<file path="src/rtl/sed_monitor.sv">
// Schedules SED checks (periodic or triggered), syncs SEDDONE/SEDINPROG/SEDERR and supervises timeouts.
// Outputs registered; start held until the SED acknowledges with inprog; triggers outside WAIT_INT dropped.
module sed_monitor #(
  parameter int unsigned INTERVAL    = 1000000,
  parameter int unsigned TIMEOUT     = 33554432,
  parameter int unsigned ERR_WAIT    = 64,
  parameter int unsigned RECOVER_LEN = 16,
  parameter int unsigned CNT_W       = 16
) (
  input  logic             clk,
  input  logic             rst,
  input  logic             en_i,
  input  logic             trigger_i,
  input  logic             force_err_i,
  input  logic             clr_i,
  output logic             sed_enable_o,
  output logic             sed_start_o,
  output logic             sed_frcerr_o,
  input  logic             sed_done_i,
  input  logic             sed_inprog_i,
  input  logic             sed_err_i,
  output logic             busy_o,
  output logic             err_o,
  output logic             err_irq_o,
  output logic             timeout_o,
  output logic [CNT_W-1:0] check_count_o,
  output logic [CNT_W-1:0] err_count_o
);

  localparam logic [31:0] INT_LOAD = (INTERVAL == 0)    ? 32'd0 : 32'(INTERVAL - 1);
  localparam logic [31:0] TMO_LAST = (TIMEOUT == 0)     ? 32'd0 : 32'(TIMEOUT - 1);
  localparam logic [31:0] ERR_LOAD = (ERR_WAIT == 0)    ? 32'd0 : 32'(ERR_WAIT - 1);
  localparam logic [31:0] REC_LOAD = (RECOVER_LEN == 0) ? 32'd0 : 32'(RECOVER_LEN - 1);
  localparam logic        AUTO_RUN = (INTERVAL != 0);

  typedef enum logic [2:0] {IDLE, WAIT_INT, START, RUN, SETTLE, RECOVER} state_t;

  state_t      state;
  logic [31:0] int_cnt;
  logic [31:0] tmo_cnt;
  logic [31:0] aux_cnt;
  logic        err_acc;
  logic        force_pend;

  logic done_s1, done_s2, done_d;
  logic inp_s1, inp_s2, inp_d;
  logic err_s1, err_s2;
  logic done_rise, inp_rise, err_seen;

  always_ff @(posedge clk or posedge rst) begin
    if (rst) begin
      done_s1 <= 1'b0;
      done_s2 <= 1'b0;
      done_d  <= 1'b0;
      inp_s1  <= 1'b0;
      inp_s2  <= 1'b0;
      inp_d   <= 1'b0;
      err_s1  <= 1'b0;
      err_s2  <= 1'b0;
    end else begin
      done_s1 <= sed_done_i;
      done_s2 <= done_s1;
      done_d  <= done_s2;
      inp_s1  <= sed_inprog_i;
      inp_s2  <= inp_s1;
      inp_d   <= inp_s2;
      err_s1  <= sed_err_i;
      err_s2  <= err_s1;
    end
  end

  assign done_rise = done_s2 & ~done_d;
  assign inp_rise  = inp_s2 & ~inp_d;
  assign err_seen  = err_acc | err_s2;
  assign busy_o    = (state == START) || (state == RUN) || (state == SETTLE);

  always_ff @(posedge clk or posedge rst) begin
    if (rst) begin
      state         <= IDLE;
      int_cnt       <= '0;
      tmo_cnt       <= '0;
      aux_cnt       <= '0;
      err_acc       <= 1'b0;
      force_pend    <= 1'b0;
      sed_enable_o  <= 1'b0;
      sed_start_o   <= 1'b0;
      sed_frcerr_o  <= 1'b0;
      err_o         <= 1'b0;
      err_irq_o     <= 1'b0;
      timeout_o     <= 1'b0;
      check_count_o <= '0;
      err_count_o   <= '0;
    end else begin
      err_irq_o <= 1'b0;
      // Clear is applied first so a same-cycle set below takes precedence.
      if (clr_i) begin
        err_o     <= 1'b0;
        timeout_o <= 1'b0;
      end
      if (!en_i) begin
        state        <= IDLE;
        sed_enable_o <= 1'b0;
        sed_start_o  <= 1'b0;
        sed_frcerr_o <= 1'b0;
        force_pend   <= 1'b0;
      end else begin
        sed_enable_o <= 1'b1;
        if (force_err_i) force_pend <= 1'b1;
        unique case (state)
          IDLE: begin
            state   <= WAIT_INT;
            int_cnt <= INT_LOAD;
          end
          WAIT_INT: begin
            if (trigger_i || (AUTO_RUN && int_cnt == 32'd0)) begin
              state        <= START;
              sed_start_o  <= 1'b1;
              sed_frcerr_o <= force_pend | force_err_i;
              force_pend   <= 1'b0;
              tmo_cnt      <= '0;
            end else if (int_cnt != 32'd0) begin
              int_cnt <= int_cnt - 32'd1;
            end
          end
          START, RUN: begin
            if (tmo_cnt == TMO_LAST) begin
              state        <= RECOVER;
              timeout_o    <= 1'b1;
              sed_start_o  <= 1'b0;
              sed_frcerr_o <= 1'b0;
              sed_enable_o <= 1'b0;
              aux_cnt      <= REC_LOAD;
            end else begin
              tmo_cnt <= tmo_cnt + 32'd1;
              if (state == START && inp_rise) begin
                state       <= RUN;
                sed_start_o <= 1'b0;
              end else if (state == RUN && done_rise) begin
                state   <= SETTLE;
                aux_cnt <= ERR_LOAD;
                err_acc <= 1'b0;
              end
            end
          end
          SETTLE: begin
            if (aux_cnt == 32'd0) begin
              state        <= WAIT_INT;
              int_cnt      <= INT_LOAD;
              sed_frcerr_o <= 1'b0;
              if (check_count_o != '1) check_count_o <= check_count_o + 1'b1;
              if (err_seen) begin
                err_o     <= 1'b1;
                err_irq_o <= 1'b1;
                if (err_count_o != '1) err_count_o <= err_count_o + 1'b1;
              end
            end else begin
              aux_cnt <= aux_cnt - 32'd1;
              err_acc <= err_seen;
            end
          end
          RECOVER: begin
            // Enable stays low long enough to reset the SED's internal FSM.
            if (aux_cnt == 32'd0) begin
              state   <= WAIT_INT;
              int_cnt <= INT_LOAD;
            end else begin
              sed_enable_o <= 1'b0;
              aux_cnt      <= aux_cnt - 32'd1;
            end
          end
          default: state <= IDLE;
        endcase
      end
    end
  end

endmodule
</file>
<file path="config.mk">
export PLATFORM = sky130hd
export DESIGN_NAME = sed_monitor
export DESIGN_NICKNAME = d
export VERILOG_FILES = /design/src/rtl/sed_monitor.sv
export SDC_FILE = /design/constraint.sdc
export NUM_CORES = 1
export LEC_CHECK = 0
export CAP_MARGIN = 0
export CORE_MARGIN = 8
export CORE_UTILIZATION = 30
export CTS_BUF_LIST = sky130_fd_sc_hd__clkbuf_4
export DETAILED_ROUTE_END_ITERATION = 16
export GPL_TIMING_DRIVEN = 0
export PLACE_DENSITY_LB_ADDON = 0.15
export SYNTH_ARGS = -nofsm -noshare
export SYNTH_HDL_FRONTEND = slang
export SYNTH_SLANG_ARGS = --single-unit
</file>
<file path="constraint.sdc">
create_clock -name clk -period 16.6 [get_ports clk]
set_input_delay 4.98 -clock clk [delete_from_list [all_inputs] [get_ports clk]]
set_output_delay 4.98 -clock clk [all_outputs]
set_load 0.01 [all_outputs]
</file>
==> flow_metrics.tcl <==
set metrics [dict create \
    status "completed" \
    crit_type "reg -> out" \
    clk_latency_ns 0.57 \
    sequentialPowerShare_pct 53.6 \
    ys_types 57 \
    ys_seq_area_share_pct 47.78 \
    route.vias.total 6384 \
    avgSynthCellArea_um2 9.253 \
    switchingPower_uw 234.8 \
    finalHoldViolCount 0 \
    critPathRequiredTime_ns 11.62 \
    cp_num_buf_inv 2 \
    cp_max_fo 10 \
    grtUsageTotal_pct 13.46 \
    yosysWarnings 0 \
    postLayoutCoreUtil_pct 35.28 \
    dieArea_um2 31040 \
    io_pins 48 \
    synth_top_area_cell "dfrtp_1" \
    cp_data_arrival_time_ns 2.51 \
    die_h_um 176.2 \
    critical_path.slowest_cell "clkdlybuf4s50_1" \
    synth_edf_count 0 \
    clock-root-buffer "clkbuf_4" \
    die_w_um 176.2 \
    cts_buffers 17 \
    finalPower_uw 735.0 \
    synth-main-ff-cell "dfrtp_1" \
    portBuffers 47 \
    areaGrowthSynthToFinish_pct 15.39 \
    final_layout_size_suffix_gt1_share_pct 5.934 \
    fin_worst_skew_ns 0.03727 \
    start_kind "register" \
    antenna_left 0 \
    fmax_mhz 133.5 \
    synthTopCellsByCount "dfrtp_1 (147), nor2_1 (94), nand2_1 (63), o21ai_0 (60), nor3_1 (42)" \
    post-cts-setup-buffers 0 \
    crit_path_end_kind "output port" \
    grt_max_degree 112 \
    start_util_pct 30.57 \
    crit_path_cell_trace "clkbuf_1, nand2b_1, o21ai_0, clkdlybuf4s50_1" \
    grt_pass1_vias 6271 \
    rows 58 \
    synth_top_area_share_pct 47.78 \
    ys_ff_latch 147 \
    p_per_area_nw_per_um2 82.74 \
    drc 0 \
    crit_path_max_incr_delay_ns 0.63 \
    core_area_um2 25180 \
    cts_max_path_buffers 2 \
    place_hpwl_um 14100 \
    path_delay_family "buffers and inverters" \
    synth_nets 846 \
    setup_viol 0 \
    gp_congestion 0.7835 \
    rsz0062_at_grt "no" \
    slew_headroom_pct 13.52 \
    final_net_count 913 \
    grt.overflow.total 0 \
    antenna_found_initial 1 \
    worstMarginPinSlew_ns 1.289 \
    slew_violations 0 \
    hold_class "reg -> reg" \
    clk_pin_slew_ns 0.14 \
    fill_cells 2617 \
    tns_ns 0 \
    grt_pass1_wl_um 34150 \
    async_reset_ff_share_pct 100.0 \
    p_comb_share_pct 15.5 \
    finalCritPeriodShare_pct 45.13 \
    p_int_uw 500.3 \
    postCtsResizedCells 0 \
    yosys.cell_count.top_type "dfrtp_1" \
    period_needed_ns 7.492 \
    synth_area_um2 7699 \
    ys_top_cells_by_area "dfrtp_1 (48%), nor2_1 (4.6%), o21ai_0 (3.9%)" \
    vias_per_cell 5.144 \
    routed_wl_um 20380 \
    hold_buffers 0 \
    htree_levels 4 \
    irDropWorstVdd_mv 0.04070 \
    power.leakage_uw 0.003778 \
    p_clk_share_pct 30.9 \
    sw_frac_of_total_pct 31.94 \
    cts_tree "done" \
    dr.pass1.iters 7 \
    dr.first_iter.drc_count 501 \
    max_cap_violations 0 \
    syn_inst 832 \
    hold_ws_ns 0.3716 \
    wl_per_cell_um 16.42 \
    cts_sinks 147 \
]
-- per-layer routing --
layer | global-route usage, % | routed length [um] | vias up
met5 | 0 | 0 | -
met4 | 4.203 | 306 | 0
met3 | 2.670 | 613 | 17
met2 | 20.58 | 9208 | 82
met1 | 18.82 | 10250 | 3109
li1 | - | - | 3176
-- state kept, by name (all words and copies together) (netlist names), 3 cells and up --
signal / count
aux_cnt: 32
int_cnt: 32
tmo_cnt: 32
check_count_o: 16
err_count_o: 16
state: 3
-- kinds of logic (layout without fill, tap and decap cells) --
group	after synthesis	count (layout)	synth area share [%]
and+or+nand+nor	382	382	25.94
AOI/OAI and AO/OA	172	172	14.11
DFF	147	147	47.78
buffers and inverters	58	136	3.315
xor gates and xnor gates	52	52	5.916
muxes	16	16	2.129
adders and majority gates	5	5	0.8126
other	0	1	0
-- worst register-to-register path, delay by kind of cell, from the launching register on --
kind / cells / cell delay (ns)
AND/OR/NAND/NOR: 5 / 2.38
flip-flops: 1 / 0.41
adder cells (fa/ha/maj): 1 / 0.20
XOR/XNOR: 1 / 0.17
buffers and inverters: 1 / 0.09
-- cell type report --
cell class              count  area (um2)  area share [%]
plain buffers              33       161.4           1.817
well taps                 330       412.9           4.648
repair buffers             48       498.0           5.606
inverters                  25       101.3           1.141
diodes                      1       2.502         0.02817
multi-input cells         627        3765           42.38
clock inverters            13       136.4           1.535
clock buffers              17       127.6           1.437
flip-flops and latches    147        3679           41.41
-- power groups by stage --
stage / sequential [uW] / clock (uW) / combinational, uW
5_1_grt: 397 / 252 / 129
6_report: 394 / 227 / 114
2_1_floorplan: 396 / 0 / 77.3
4_1_cts: 394 / 237 / 117
3_5_place_dp: 400 / 0 / 116
3_3_place_gp: 400 / 0 / 114
-- path summary, 6_finish.rpt --
kind,to,from,cells past startpoint,slack [ns]
max in group asynchronous,tmo_cnt[14]$_DFFE_PP0P_,rst,3,10.95
min in group asynchronous,int_cnt[2]$_DFFE_PP0P_,rst,2,4.77
worst min register to register,done_s2$_DFF_PP0_,done_s1$_DFF_PP0_,0,0.37
worst max-delay path,busy_o,state[2]$_DFFE_PP0P_,4,9.11
worst max register to register,err_count_o[9]$_DFFE_PP0P_,aux_cnt[0]$_DFFE_PP0P_,8,13.29
worst min-delay path,done_s2$_DFF_PP0_,done_s1$_DFF_PP0_,0,0.37
-- placed cells by master, fill, tap and decap left out, types with 22 or more instances in the layout --
cell type / Yosys / routed
o21ai_0: 60 / 60
xnor2_1: 22 / 22
xor2_1: 30 / 30
dfrtp_1: 147 / 147
o31ai_1: 24 / 24
nand2_1: 63 / 63
nand4_1: 25 / 25
nor3_1: 42 / 42
nand3_1: 38 / 38
inv_1: 25 / 24
clkbuf_1: 22 / 22
clkdlybuf4s50_1: 0 / 47
a21oi_1: 36 / 36
nor2_1: 94 / 94
nor4_1: 23 / 23
-- metrics by stage --
step / area (um2) / std cells / setup WS [ns]
6_report: 8884 / 1241 / 9.108
5_1_grt: 8884 / 1241 / 8.919
4_1_cts: 8881 / 1240 / 9.050
3_5_place_dp: 8617 / 1210 / 9.095
3_3_place_gp: 8582 / 1209 / 5.176
2_1_floorplan: 7699 / 832 / 7.669
Note: power is estimated with default switching activity, not from simulation.
